File: config.mk
export PLATFORM = sky130hd
export DESIGN_NAME = serial_adder
export DESIGN_NICKNAME = d
export VERILOG_FILES = /design/src/rtl/serial_adder.sv
export SDC_FILE = /design/constraint.sdc
export NUM_CORES = 1
export LEC_CHECK = 0
export ABC_AREA = 1
export BUFFER_PORTS_ARGS = -buffer_cell sky130_fd_sc_hd__buf_2
export CORE_UTILIZATION = 55
export DETAILED_ROUTE_END_ITERATION = 7
export GPL_ROUTABILITY_DRIVEN = 0
export PLACE_DENSITY_LB_ADDON = 0.08
export SYNTH_ARGS = -nofsm -noshare
export SYNTH_HDL_FRONTEND = slang
export SYNTH_SLANG_ARGS = --single-unit
File: constraint.sdc
create_clock -name clk -period 1.5 [get_ports clk]
set_input_delay 0.45 -clock clk [delete_from_list [all_inputs] [get_ports clk]]
set_output_delay 0.45 -clock clk [all_outputs]
set_load 0.02 [all_outputs]
File: src/rtl/serial_adder.sv
// Bit-serial adder: one full-adder cell plus a carry flip-flop, LSB first.
// A captured add takes WIDTH shift cycles and one DONE cycle. Results are
// registered and held until the next accepted start.

module fulladder (
   input  logic a,
   input  logic b,
   input  logic carryin,
   output logic out,
   output logic carryout
);

   // Single-bit sum and carry
   always_comb begin
      out      = a ^ b ^ carryin;
      carryout = (a & b) | (carryin & (a ^ b));
   end

endmodule

module serial_adder #(
   parameter int unsigned WIDTH = 16
) (
   input  logic             clk,
   input  logic             reset,
   input  logic             start,
   input  logic [WIDTH-1:0] a,
   input  logic [WIDTH-1:0] b,
   input  logic             carryin,
   output logic             busy,
   output logic             done,
   output logic [WIDTH-1:0] sum,
   output logic             carryout,
   output logic             overflow
);

   localparam int unsigned CW = $clog2(WIDTH + 1);
   localparam logic [CW-1:0] LAST = CW'(WIDTH - 1);
   localparam logic [CW-1:0] ONE  = CW'(1);

   typedef enum logic [1:0] {
      S_IDLE  = 2'd0,
      S_SHIFT = 2'd1,
      S_DONE  = 2'd2
   } state_t;

   state_t           state_q;
   logic [WIDTH-1:0] a_sr_q;
   logic [WIDTH-1:0] b_sr_q;
   logic [WIDTH-1:0] sum_sr_q;
   logic             cy_q;
   logic             cin_msb_q;
   logic [CW-1:0]    cnt_q;
   logic             busy_q;
   logic             done_q;
   logic [WIDTH-1:0] sum_q;
   logic             carryout_q;
   logic             overflow_q;

   logic             fa_out_d;
   logic             fa_cy_d;
   logic [WIDTH-1:0] msb_ins_d;

   fulladder fa (
      .a        (a_sr_q[0]),
      .b        (b_sr_q[0]),
      .carryin  (cy_q),
      .out      (fa_out_d),
      .carryout (fa_cy_d)
   );

   // Full-adder sum bit placed at the MSB position; written this way so
   // WIDTH=1 needs no zero-width concatenation.
   always_comb begin
      msb_ins_d            = '0;
      msb_ins_d[WIDTH-1]   = fa_out_d;
   end

   // Control FSM, datapath shift registers and registered outputs
   always_ff @(posedge clk) begin
      if (reset) begin
         state_q    <= S_IDLE;
         a_sr_q     <= '0;
         b_sr_q     <= '0;
         sum_sr_q   <= '0;
         cy_q       <= 1'b0;
         cin_msb_q  <= 1'b0;
         cnt_q      <= '0;
         busy_q     <= 1'b0;
         done_q     <= 1'b0;
         sum_q      <= '0;
         carryout_q <= 1'b0;
         overflow_q <= 1'b0;
      end else begin
         done_q <= 1'b0;
         case (state_q)
            S_IDLE: begin
               if (start) begin
                  a_sr_q   <= a;
                  b_sr_q   <= b;
                  sum_sr_q <= '0;
                  cy_q     <= carryin;
                  cnt_q    <= '0;
                  busy_q   <= 1'b1;
                  state_q  <= S_SHIFT;
               end
            end
            S_SHIFT: begin
               a_sr_q   <= a_sr_q >> 1;
               b_sr_q   <= b_sr_q >> 1;
               sum_sr_q <= (sum_sr_q >> 1) | msb_ins_d;
               cy_q     <= fa_cy_d;
               cnt_q    <= cnt_q + ONE;
               if (cnt_q == LAST) begin
                  cin_msb_q <= cy_q;
                  busy_q    <= 1'b0;
                  state_q   <= S_DONE;
               end
            end
            S_DONE: begin
               done_q     <= 1'b1;
               sum_q      <= sum_sr_q;
               carryout_q <= cy_q;
               overflow_q <= cin_msb_q ^ cy_q;
               state_q    <= S_IDLE;
            end
            default: begin
               state_q <= S_IDLE;
            end
         endcase
      end
   end

   assign busy     = busy_q;
   assign done     = done_q;
   assign sum      = sum_q;
   assign carryout = carryout_q;
   assign overflow = overflow_q;

endmodule

==> out/summary.txt <==
Top cells by area, synth: dfxtp_1 (48%), nand2_1 (17%), nor2_1 (12%)
Syn avg cell area: 6.71 um^2
CTS clk-pin slew, worst paths: 80 ps
Worst Hold Class: primary input to flip-flop
Most common cell in the netlist: nand2_1
Worst IR drop on VDD: 0.000628 V
Worst-Margin Slew: 289 ps
Vias in the first global route: 2,614
Cell Rows: 27
Drt first pass iters: 4
Final period utilization: 95.7%
Antenna-violating nets left: 0
Mapped Area: 3240 um^2
Max Clk Rate: 697 MHz
NumNets Final: 571
Leak: 1.84 nW
Starting Density: 57.8%
DIE HEIGHT: 78.8 um
Top cell type by total area after synthesis: dfxtp_1
Critical path arrival: 1710 ps
Largest net degree at the start of global routing: 52
WL/cell: 9.97 um
Antenna cell count: 0
Die X: 78.8 um
Most used DFF post-synth: dfxtp_1
Non-filler cells in the finished layout: 609
Largest fanout on the critical path: 3
Via Count: 2,865
Area Overhead vs Synth: 17.5%
Required @ worst endpoint: 1780 ps
WS Path Type: flip-flop to flip-flop
CTS H-tree lvls: 3
Global route overflow: 0
Root Driver: clkbuf_8
Number of synthesized flops with an enable pin: 0
Post-synth top cells: nand2_1 (147), nor2_1 (106), dfxtp_1 (77)
Final Hold Fails: 0
Crit path capture type: flip-flop
Dpl cells: 593
Post-place setup slack: 42.4 ps
Sequential-to-total area share from yosys stat: 47.5%
Asr flop ratio synth: 0%
Share of the synthesized area in the top cell type: 47.5%
Final Max Tran Viols: 0
Total Die Area: 6210 um^2
TritonCTS buffer count: 9
Status: complete, no violations
Worst setup SP type: flip-flop
Final setup fails: 0
Share of cells above drive strength 1: 16.9%
Tmin final: 1440 ps
Synth Register Bits: 77
WL final: 6.07 mm
Total of max-cap violations: 0
Worst-skew pair later-pin latency: 350 ps
Port buffer count: 55
Initial antenna violation count: 0
TritonCTS clock tree: done
Setup WS post-layout: 64.4 ps
# DRC: 0
Clk buf depth: 2
Total negative setup slack: 0 ps
Synth cell types: 20
Gate Count Post-Synth: 483
YS warnings: 0
I/O Pins: 56
Syn Nets: 522
Rel. slew slack: 80.7%
Fill cells: 534
Hold slack: 348 ps
Post-CTS Setup Repair Bufs: 0
Cell Pwr Density: 1100 nW/um^2
Number of DRC markers in iteration 0: 68
Core area: 5610 um^2
Vias per cell: 4.70
CTS Sinks: 77
Post-Route Skew: 8.20 ps
First-pass GRT wire length: 11.0 mm
Total GRT Usage: 22.6%
Post-DP HPWL: 3.96 mm
[final timing paths]
path | start | slack (ps) | cells past startpoint | endpoint
setup / recovery | cnt_q[1] | 60 | 6 | cnt_q[4]
setup reg to reg | cnt_q[1] | 60 | 6 | cnt_q[4]
hold / removal | a[15] | 350 | 3 | a_sr_q[15]
hold reg to reg | sum_sr_q[0] | 460 | 2 | sum_sr_q[0]
[power by group]
| part | internal, mW | switching, mW | total, mW |
|---|---|---|---|
| combinational | 0.182 | 0.276 | 0.458 |
| sequential | 2.13 | 0.0298 | 2.16 |
| clock | 0.811 | 0.745 | 1.56 |
| total | 3.12 | 1.05 | 4.17 |
[stage by stage]
step,total power [mW],utilization [%],area (um^2)
floorplan,2.53,-,3240
global placement,2.65,64.2,3600
detailed placement,2.67,64.2,3600
CTS,4.22,67.8,3800
global route,4.38,67.9,3810
finish,4.17,67.9,3810
[critical path: stages (launching register included)]
cell	delay, ps
dfxtp_1	360
ha_1	160
inv_1	50
nor3_2	120
ha_2	280
or2_2	280
a21oi_1	120
[registers in the layout, indices dropped and copies added (netlist names)]
signal,flops
a_sr_q,16
b_sr_q,16
sum,16
sum_sr_q,16
cnt_q,5
state_q,2
busy,1
carryout,1
cin_msb_q,1
cy_q,1
done,1
overflow,1
[kinds of logic (layout without fill, tap and decap cells)]
group,after synthesis,count (layout),share of synthesized area (%)
xor+xnor,1,1,0.270
flops,77,77,47.5
buf+inv,69,123,8.92
simple gates,259,259,30.3
compound gates,74,74,11.5
fa+ha+maj,3,3,1.39
[timing repair]
| action | in CTS | in global routing |
|---|---|---|
| hold buffers | 0 | 0 |
| endpoints found under the setup margin | 0 | 3 |
| resized for setup | 0 | 4 |
[layout make-up]
| class | instances | area [um^2] | share of cell area, % |
|---|---|---|---|
| multi-input cells | 337 | 1430 | 37.4 |
| well taps | 72 | 90.1 | 2.36 |
| inverters | 41 | 154 | 4.04 |
| flip-flops and latches | 77 | 1540 | 40.5 |
| clock inverters | 6 | 62.6 | 1.64 |
| clock buffers | 10 | 138 | 3.61 |
| repair buffers | 66 | 395 | 10.4 |
[cell usage in the layout (no fill, tap or decap), drive strengths merged]
cell type    n
xnor2        1
nand2      148
clkinv       6
nor3         2
nand3        1
o21ai       50
a21oi       24
or2          2
clkbuf      10
nor2       106
ha           2
dfxtp       77
bufinv       1
inv         40
buf         66
fa           1
[layer usage]
| metal | wire length (um) | global-route usage, % |
|---|---|---|
| met1 | 2890 | 26.6 |
| met2 | 2860 | 39.4 |
| met3 | 221 | 3.91 |
| met4 | 96 | 11.1 |
| met5 | 0 | 0 |
Note: power is estimated with default switching activity, not from simulation.
